**config.mk**
```make
export PLATFORM = sky130hd
export DESIGN_NAME = mult_half_precision
export DESIGN_NICKNAME = d
export VERILOG_FILES = /design/src/rtl/mult_hp_pkg.sv /design/src/rtl/mult_hp_classify.sv /design/src/rtl/mult_half_precision.sv
export SDC_FILE = /design/constraint.sdc
export NUM_CORES = 1
export LEC_CHECK = 0
export CELL_PAD_IN_SITES_DETAIL_PLACEMENT = 0
export CELL_PAD_IN_SITES_GLOBAL_PLACEMENT = 1
export CORE_MARGIN = 1.5
export CORE_UTILIZATION = 46
export CTS_BUF_LIST = sky130_fd_sc_hd__clkbuf_8
export DETAILED_ROUTE_END_ITERATION = 6
export PLACE_DENSITY = 0.89
export SLEW_MARGIN = 20
export SYNTH_ARGS = -nofsm -noshare
export SYNTH_HDL_FRONTEND = slang
export SYNTH_SLANG_ARGS = --single-unit
```
**constraint.sdc**
```tcl
create_clock -name i_Clk -period 10.9 [get_ports i_Clk]
set_input_delay 1.635 -clock i_Clk [delete_from_list [all_inputs] [get_ports i_Clk]]
set_output_delay 1.635 -clock i_Clk [all_outputs]
set_load 0.01 [all_outputs]
```
**src/rtl/mult_hp_pkg.sv**
```systemverilog
// Shared binary16 format constants and operand class type for the
// half-precision multiplier.
//
// Contents:
//   EXP_W, MAN_W  - exponent / fraction field widths
//   BIAS, EXP_MAX - exponent bias and largest finite biased exponent
//   QNAN, POS_INF - canonical quiet NaN and +infinity encodings
//   op_class_t    - operand class {ZERO, NORMAL, INF, NAN}
package mult_hp_pkg;

    localparam int EXP_W   = 5;
    localparam int MAN_W   = 10;
    localparam int BIAS    = 15;
    localparam int EXP_MAX = 30;

    localparam logic [15:0] QNAN    = 16'h7E00;
    localparam logic [15:0] POS_INF = 16'h7C00;

    typedef enum logic [1:0] {
        ZERO   = 2'd0,
        NORMAL = 2'd1,
        INF    = 2'd2,
        NAN    = 2'd3
    } op_class_t;

endpackage

```
**src/rtl/mult_hp_classify.sv**
```systemverilog
// Combinational decoder for one binary16 operand.
//
// Ports:
//   op   in  16  binary16 operand {sign, exp, frac}
//   cls  out     operand class (ZERO covers subnormals, which are flushed)
//   sig  out 11  significand with hidden bit, zero unless NORMAL
//   bexp out 5   biased exponent field as received
module mult_hp_classify
    import mult_hp_pkg::*;
(
    input  logic [15:0]      op,
    output op_class_t        cls,
    output logic [MAN_W:0]   sig,
    output logic [EXP_W-1:0] bexp
);

    logic [EXP_W-1:0] exp_fld;
    logic [MAN_W-1:0] frac_fld;

    assign exp_fld  = op[14:10];
    assign frac_fld = op[9:0];
    assign bexp     = exp_fld;

    always_comb begin
        cls = NORMAL;
        sig = {1'b1, frac_fld};
        if (exp_fld == '0) begin
            // Subnormals are treated as exact zero.
            cls = ZERO;
            sig = '0;
        end else if (exp_fld == '1) begin
            cls = (frac_fld == '0) ? INF : NAN;
            sig = '0;
        end
    end

endmodule

```
**src/rtl/mult_half_precision.sv**
```systemverilog
// Registered IEEE 754 binary16 multiplier, one cycle latency, one result
// per cycle. Subnormal inputs are flushed to zero and subnormal results
// are reported as underflow (signed zero with exception set).
//
// Ports:
//   i_Clk       in   1  rising-edge clock
//   i_Reset_n   in   1  synchronous active-low reset (clears outputs)
//   i_Factor1   in  16  operand A
//   i_Factor2   in  16  operand B
//   o_Product   out 16  registered product
//   o_Exception out  1  registered flag: NaN, inf, overflow or underflow
//
// Build option:
//   MULT_HP_ROUND_EN defined   -> round-to-nearest-even
//   MULT_HP_ROUND_EN undefined -> truncation toward zero
module mult_half_precision
    import mult_hp_pkg::*;
(
    input  logic        i_Clk,
    input  logic        i_Reset_n,
    input  logic [15:0] i_Factor1,
    input  logic [15:0] i_Factor2,
    output logic [15:0] o_Product,
    output logic        o_Exception
);

    // Returns {carry, mantissa} after rounding the 10-bit mantissa.
    function automatic logic [MAN_W:0] round_man(
        input logic [MAN_W-1:0] mant,
        input logic             guard,
        input logic             sticky
    );
`ifdef MULT_HP_ROUND_EN
        logic inc;
        // Ties (guard set, nothing below it) go to the even mantissa.
        inc       = guard & (sticky | mant[0]);
        round_man = {1'b0, mant} + {{MAN_W{1'b0}}, inc};
`else
        logic discard_unused;
        // Truncation: the discarded bits have no effect on the result.
        discard_unused = guard | sticky;
        round_man      = {1'b0, mant};
`endif
    endfunction

    // Clamps a finite normal result; returns {exception, product}.
    function automatic logic [16:0] saturate(
        input logic              sign,
        input logic signed [7:0] e,
        input logic [MAN_W-1:0]  m
    );
        if (e > $signed(8'(EXP_MAX)))
            saturate = {1'b1, sign, POS_INF[14:0]};
        else if (e < 8'sd1)
            saturate = {1'b1, sign, 15'h0000};
        else
            saturate = {1'b0, sign, e[EXP_W-1:0], m};
    endfunction

    op_class_t         cls_a_p0, cls_b_p0;
    logic [MAN_W:0]    sig_a_p0, sig_b_p0;
    logic [EXP_W-1:0]  exp_a_p0, exp_b_p0;

    logic              sign_p0;
    logic [21:0]       prod_p0;
    logic signed [7:0] exp_sum_p0;
    logic signed [7:0] exp_norm_p0;
    logic signed [7:0] exp_fin_p0;
    logic [MAN_W-1:0]  mant_p0;
    logic              guard_p0;
    logic              sticky_p0;
    logic [MAN_W:0]    rnd_p0;
    logic [16:0]       normal_res_p0;
    logic [15:0]       product_p0;
    logic              exc_p0;

    logic [15:0]       product_p1;
    logic              exc_p1;

    mult_hp_classify u_class_a (
        .op   (i_Factor1),
        .cls  (cls_a_p0),
        .sig  (sig_a_p0),
        .bexp (exp_a_p0)
    );

    mult_hp_classify u_class_b (
        .op   (i_Factor2),
        .cls  (cls_b_p0),
        .sig  (sig_b_p0),
        .bexp (exp_b_p0)
    );

    // Stage p0: multiply, normalise, round and select the special cases.
    always_comb begin
        sign_p0    = i_Factor1[15] ^ i_Factor2[15];
        prod_p0    = {11'd0, sig_a_p0} * {11'd0, sig_b_p0};
        exp_sum_p0 = $signed({3'b000, exp_a_p0}) + $signed({3'b000, exp_b_p0})
                     - $signed(8'(BIAS));

        // Product of two [1,2) significands lies in [1,4).
        if (prod_p0[21]) begin
            mant_p0     = prod_p0[20:11];
            guard_p0    = prod_p0[10];
            sticky_p0   = |prod_p0[9:0];
            exp_norm_p0 = exp_sum_p0 + 8'sd1;
        end else begin
            mant_p0     = prod_p0[19:10];
            guard_p0    = prod_p0[9];
            sticky_p0   = |prod_p0[8:0];
            exp_norm_p0 = exp_sum_p0;
        end

        rnd_p0        = round_man(mant_p0, guard_p0, sticky_p0);
        // A carry out of rounding means the mantissa wrapped to zero (1.0 x 2).
        exp_fin_p0    = exp_norm_p0 + $signed({7'd0, rnd_p0[MAN_W]});
        normal_res_p0 = saturate(sign_p0, exp_fin_p0, rnd_p0[MAN_W-1:0]);

        product_p0 = normal_res_p0[15:0];
        exc_p0     = normal_res_p0[16];
        if (cls_a_p0 == NAN || cls_b_p0 == NAN) begin
            product_p0 = QNAN;
            exc_p0     = 1'b1;
        end else if ((cls_a_p0 == INF && cls_b_p0 == ZERO) ||
                     (cls_a_p0 == ZERO && cls_b_p0 == INF)) begin
            product_p0 = QNAN;
            exc_p0     = 1'b1;
        end else if (cls_a_p0 == INF || cls_b_p0 == INF) begin
            product_p0 = {sign_p0, POS_INF[14:0]};
            exc_p0     = 1'b1;
        end else if (cls_a_p0 == ZERO || cls_b_p0 == ZERO) begin
            product_p0 = {sign_p0, 15'h0000};
            exc_p0     = 1'b0;
        end
    end

    // Stage p1: output registers.
    always_ff @(posedge i_Clk) begin
        if (!i_Reset_n) begin
            product_p1 <= 16'h0000;
            exc_p1     <= 1'b0;
        end else begin
            product_p1 <= product_p0;
            exc_p1     <= exc_p0;
        end
    end

    assign o_Product   = product_p1;
    assign o_Exception = exc_p1;

endmodule

```
# After elaboration in Yosys (flattened, before gate mapping)
# Cells that the tools add are included.
[word_totals]
output_inout_bits = 17
input_bits = 34
reg_bits = 17
wordCells = 54
[classes]
mul = 1
mux = 22
n_lt_le_gt_ge = 2
bitwise_logic = 2
n_reduce_logical = 14
addsub = 3
n_eq_ne = 6
[op_table]
columns = ["cell", "n"]
rows = [
  ["11-bit 2-to-1 mux", 4],
  ["17-bit 2-to-1 mux", 2],
  ["16-bit 2-to-1 mux", 2],
  ["15-bit 2-to-1 mux", 2],
  ["11-bit by 11-bit multiplier with 22-bit output", 1],
  ["10-bit logical NOT", 2],
  ["5-bit == test, second input constant", 2],
  ["5-bit logical NOT", 2],
  ["10-bit 2-to-1 mux", 1],
  ["7-bit by 2-bit adder with 8-bit output, second input constant", 1],
  ["2-bit == test, second input constant", 4],
  ["8-bit by 6-bit > comparator with 1-bit output, second input constant", 1],
  ["8-bit by 2-bit less-than comparator with 1-bit output, second input constant", 1],
  ["2-bit 2-to-1 mux", 4],
  ["8-bit 2-to-1 mux", 1],
  ["7-bit OR reduction", 1],
  ["6-bit by 4-bit subtractor with 7-bit output, second input constant", 1],
  ["5-bit by 5-bit adder with 6-bit output", 1],
  ["1-bit 2-to-1 mux", 6],
  ["2-bit logical NOT", 2],
  ["1-bit logical OR", 4],
  ["3-bit OR reduction", 1],
  ["1-bit logical AND", 2],
  ["1-bit NOT", 1],
  ["1-bit bitwise XOR", 1],
]

# Depth between registers and ports, before layout
[logic_depth]
word_depth = 12
mapped_depth = 30
depth_no_buf = 26

# By module
# A second synthesis with hierarchy kept.
[hier_totals]
cells_unflattened = 651
area_unflattened_um2 = 5632.9
[modules_own_cells]
columns = ["mod", "cells_per_inst", "instances", "area_each_um2"]
rows = [
  ["mult_half_precision", 597, 1, 5132.4],
  ["mult_hp_classify", 27, 2, 250.2],
]

# Least setup slack after synthesis
# Ideal clock, no wire load.
[synth_timing]
path_type = "input to register"
from = "in i_Factor2[12]"
to = "reg product_p1[8], in the netlist o_Product[8]"
path_stages = 25
t_required_ns = 10.839
setup_ns = 0.061
slack_ns = 2.763
arrival_ns = 8.077
cell_sequence = "or4_1 nor2_1 nand4b_1 inv_1 clkbuf_1 clkbuf_1 and3_1 fa_1 fa_1 fa_1 fa_1 inv_1 fa_1 inv_1 ha_1 buf_2 nand2_1 nor2_1 nand4_1 o21ai_2 mux2i_4 mux2i_1 a32oi_2 nor4b_4 o2111a_1"
[synth_via]
elab_chain_cells = 7
[synth_lines]
columns = ["element", "line_no", "source"]
rows = [
  ["start, declared", "mult_half_precision.sv:22", "input logic [15:0] i_Factor2,"],
  ["5-bit == test", "mult_hp_classify.sv:31", "end else if (exp_fld == '1) begin"],
  ["11-bit 2-to-1 mux or 2-bit 2-to-1 mux (tied branches)", "mult_hp_classify.sv:31", ""],
  ["11-bit 2-to-1 mux or 2-bit 2-to-1 mux (tied branches)", "mult_hp_classify.sv:27", "if (exp_fld == '0) begin"],
  ["11-bit by 11-bit multiplier with 22-bit output, or another cell as far along", "mult_half_precision.sv:97", "prod_p0 = {11'd0, sig_a_p0} * {11'd0, sig_b_p0};"],
  ["8-bit 2-to-1 mux, or another cell as far along", "mult_half_precision.sv:102", "if (prod_p0[21]) begin"],
  ["8-bit by 6-bit > comparator with 1-bit output, or another cell as far along", "mult_half_precision.sv:52", "if (e > $signed(8'(EXP_MAX)))"],
  ["7-bit OR reduction (no line)", "--", ""],
  ["end signal, assigned", "mult_half_precision.sv:143", "product_p1 <= product_p0;"],
  ["end, declared", "mult_half_precision.sv:77", "logic [15:0] product_p1;"],
]
# Parallel ways exist; a longest one is shown, timed or not.
# A chain may end at the register's enable or synchronous reset.

# Worst setup path in the final report
[layout_timing]
from = "in i_Factor1[14]"
to = "reg product_p1[2], in the netlist o_Product[2]"
[layout_via]
elab_chain_cells = 7
[layout_lines]
columns = ["element", "line_no", "source"]
rows = [
  ["start, declared", "mult_half_precision.sv:21", "input logic [15:0] i_Factor1,"],
  ["5-bit == test", "mult_hp_classify.sv:31", ""],
  ["11-bit 2-to-1 mux or 2-bit 2-to-1 mux (tied branches)", "mult_hp_classify.sv:31", ""],
  ["11-bit 2-to-1 mux or 2-bit 2-to-1 mux (tied branches)", "mult_hp_classify.sv:27", ""],
  ["11-bit by 11-bit multiplier with 22-bit output, or another cell as far along", "mult_half_precision.sv:97", ""],
  ["8-bit 2-to-1 mux, or another cell as far along", "mult_half_precision.sv:102", ""],
  ["8-bit by 6-bit > comparator with 1-bit output, or another cell as far along", "mult_half_precision.sv:52", ""],
  ["7-bit OR reduction (no line)", "--", ""],
]
# Parallel ways exist; a longest one is shown, timed or not.

==> metrics.md <==
| Metric | Value |
|---|---|
| Dominant register cell in the synthesized netlist | dfxtp_1 |
| Number of flops mapped to enable cells by yosys | 0 |
| Sequential element share of the synthesized area | 6.42% |
| Seq cells post-synth | 17 |
| Fraction of the core area covered by cells at the end of the flow | 52.3% |
| Worst slew margin relative to its limit | 50.5% |
| Core region area | 0.0113 mm2 |
| Number of warnings printed during yosys synthesis | 0 |
| Number of H-tree branching levels | 1 |
| TritonCTS Sinks | 17 |
| Critical path data arrival time | 9.27 ns |
| Total via count after detailed routing | 4,519 |
| Pin count of the biggest net entering global routing | 50 |
| Antenna Nets Post-Route | 0 |
| Placed wire-length estimate after detailed placement | 10.7 mm |
| Number of antenna violations at the first check in global routing | 0 |
| Worst setup slack before clock tree synthesis | 1.12 ns |
| Hold Fails Final Rpt | 0 |
| Grt ovf | 0 |
| CP Capture Type | flip-flop |
| I/O Buffers | 50 |
| Final Cycle Share | 83.3% |
| Via count of the first global-routing pass | 4,619 |
| Die ar. | 0.0122 mm2 |
| Worst-Margin Slew | 0.742 ns |
| WHS Path Cells | 4 |
| Global-route usage over all layers | 23.1% |
| Area of the mapped netlist | 0.00530 mm2 |
| Synth async-reset ratio | 0% |
| Maximum capacitance violations | 0 |
| Die Span X | 110 um |
| Unrepaired setup endpoints after global routing | no |
| Total of endpoints with negative setup slack in the final report | 0 |
| Number of top-level design ports | 51 |
| Critical Path Fanout Max | 49 |
| # resized after CTS | 0 |
| Drt first pass iters | 5 |
| Startpoint-to-endpoint class of the critical path | in -> reg |
| Cell Count, Final, Fillers Out | 801 |
| Vert. Die Dim | 110 um |
| Number of DRC violations after detailed routing | 0 |
| Highest ir drop seen on vdd | 0.214 mV |
| CTS max path bufs | 2 |
| Final routed wirelength across all metal layers | 13.1 mm |
| Count of cell types in the netlist | 57 |
| Min cycle time layout | 9.08 ns |
| Post-Syn Nets | 816 |
| Antenna diode instance count | 0 |
| Min-Delay Endpoint | o_Product[15] |
| Relative area change from synthesis to final layout | 11.6% |
| Via-to-Cell Ratio | 5.64 |
| Critical path startpoint category | input pin |
| Run status | completed |
| Placed cell count | 797 |
| Clock edge transition at the registers on the reported setup and hold paths | 0.07 ns |
| Number of buffers inserted by hold repair at cts | 0 |
| CTS tree | yes |
| Worst hold start | i_Factor2[15] |
| Total setup buffers inserted after CTS | 0 |
| Root buffer cell | clkbuf_8 |
| Setup TNS | 0 ns |
| Routed wire per std cell | 16.3 um |
| Leakage power figure | 2.97 nW |
| Violation count after the first detailed-route iteration | 279 |
| Final-report max-slew violation count | 0 |
| Peak Freq | 110 MHz |
| Proportion of layout cells with a drive suffix above 1 | 2.74% |
| Post-route setup slack | 1.82 ns |
| Mean Syn Cell Area | 8.34 um2 |
| Final nets | 840 |
| Instance count of the mapped netlist | 635 |
| Routability Congestion | 0.903 |
| Cell row count | 39 |
| Power density over cell area | 275 mW/mm2 |
| Total CTS buffers | 3 |
| Endpoint required time on the critical path | 11.09 ns |
| Starting density of the core | 46.8% |
| First-pass GRT wire length | 21.6 mm |
| Hold Path Class | in -> reg |
| Hold slack final | 2.04 ns |
## layout by cell type, fill, tap and decap left out, drive strengths merged, types with 6 or more instances in the layout
cell type / count
a21oi: 20
nor2: 22
and3: 56
nand2: 75
and2: 19
xor2: 10
nor3: 9
nor2b: 6
dfxtp: 17
o21ai: 14
clkdlybuf4s50: 50
ha: 67
xnor2: 13
inv: 108
nand3: 16
fa: 80
## how the worst max path moves through the flow
| stage | slack, ns | to | from |
|---|---|---|---|
| floorplan | 2.76 | o_Product[8] | i_Factor2[12] |
| global placement | 1.40 | o_Product[7] | i_Factor1[11] |
| detailed placement | 1.12 | o_Product[7] | i_Factor1[14] |
| CTS | 1.37 | o_Product[7] | i_Factor1[14] |
| global route | 1.29 | o_Product[2] | i_Factor1[14] |
| finish | 1.82 | o_Product[2] | i_Factor1[14] |
## layout make-up
type	count	area (um2)
Inverter	108	405
Clock buffer	3	41.3
Tap cell	143	179
Sequential cell	17	340
Multi-Input combinational cell	477	4430
Timing Repair Buffer	52	515
Fill cell	1103	5410
Clock inverter	1	5.00
## critical path: stages
cell	delay [ns]
clkdlybuf4s50_1	0.43
and3_1	0.19
nand3_1	0.16
nand4b_1	0.32
inv_2	0.58
and2_1	0.39
nand2_1	0.14
fa_1	0.53
inv_1	0.06
fa_1	0.52
fa_1	0.44
fa_1	0.54
inv_1	0.05
fa_1	0.53
inv_1	0.04
ha_1	0.41
nand2_1	0.11
nor2_1	0.23
nand4_1	0.15
o21ai_2	0.25
mux2i_4	0.41
mux2i_1	0.26
a32oi_2	0.18
nor4b_4	0.45
o2111a_1	0.26
## sequential cells by signal, indices dropped and copies added, names as in the netlist
register     cells
o_Exception      1
o_Product       16
## where the power goes
group | switching, mW | leakage, nW | internal, mW
Combinational | 0.863 | 2.81 | 0.628
Sequential | 0.00560 | 0.141 | 0.0851
Clock | 0.0202 | 0.0255 | 0.0253
Total | 0.889 | 2.97 | 0.739
## Yosys cell counts (2+ instances only)
master | instances | area share, %
inv_1 | 108 | 7.7
fa_1 | 80 | 30
nand2_1 | 75 | 5.3
ha_1 | 67 | 16
and3_1 | 56 | 6.6
clkbuf_1 | 29 | 2.1
nor2_1 | 22 | 1.6
a21oi_1 | 20 | 1.9
and2_1 | 18 | 2.1
dfxtp_1 | 17 | 6.4
nand3_1 | 16 | 1.5
xnor2_1 | 13 | 2.1
o21ai_0 | 11 | 1.0
xor2_1 | 10 | 1.7
nor3_1 | 9 | 0.85
nor2b_1 | 6 | 0.71
a21o_1 | 5 | 0.71
nand4_1 | 5 | 0.59
o211ai_1 | 5 | 0.71
or4_1 | 5 | 0.71
a31oi_1 | 4 | 0.47
nor4_1 | 4 | 0.47
o2111a_1 | 4 | 0.85
a22o_1 | 3 | 0.50
mux2i_1 | 3 | 0.57
a221o_1 | 2 | 0.38
a32oi_2 | 2 | 0.61
buf_1 | 2 | 0.14
buf_2 | 2 | 0.19
nand2b_1 | 2 | 0.24
o21ai_1 | 2 | 0.19
o31ai_1 | 2 | 0.28
or3_1 | 2 | 0.24
## stage by stage
step | power (mW) | cell area (um2)
global placement | 1.55 | 5870
finish | 1.63 | 5920
CTS | 1.64 | 5910
global route | 1.85 | 5920
floorplan | 1.26 | 5300
detailed placement | 1.58 | 5870
## routing by layer
metal / up-vias / share of wire (%) / global-route usage (%)
li1: 2133 / - / -
met3: 19 / 4.7 / 2.65
met5: - / 0 / 0
met4: 0 / 1.4 / 3.48
met2: 107 / 52 / 43.7
met1: 2260 / 41 / 28.4
## cells by family after synthesis
family | Yosys count | share of synthesized area [%]
AO/OA/AOI/OAI | 74 | 9.97
XOR/XNOR | 23 | 3.80
adder cells (fa/ha/maj) | 147 | 46.0
buffers and inverters | 141 | 10.0
flip-flops | 17 | 6.42
multiplexers | 5 | 1.20
AND/OR/NAND/NOR | 228 | 22.5
Power figures use the tool's default switching activity.
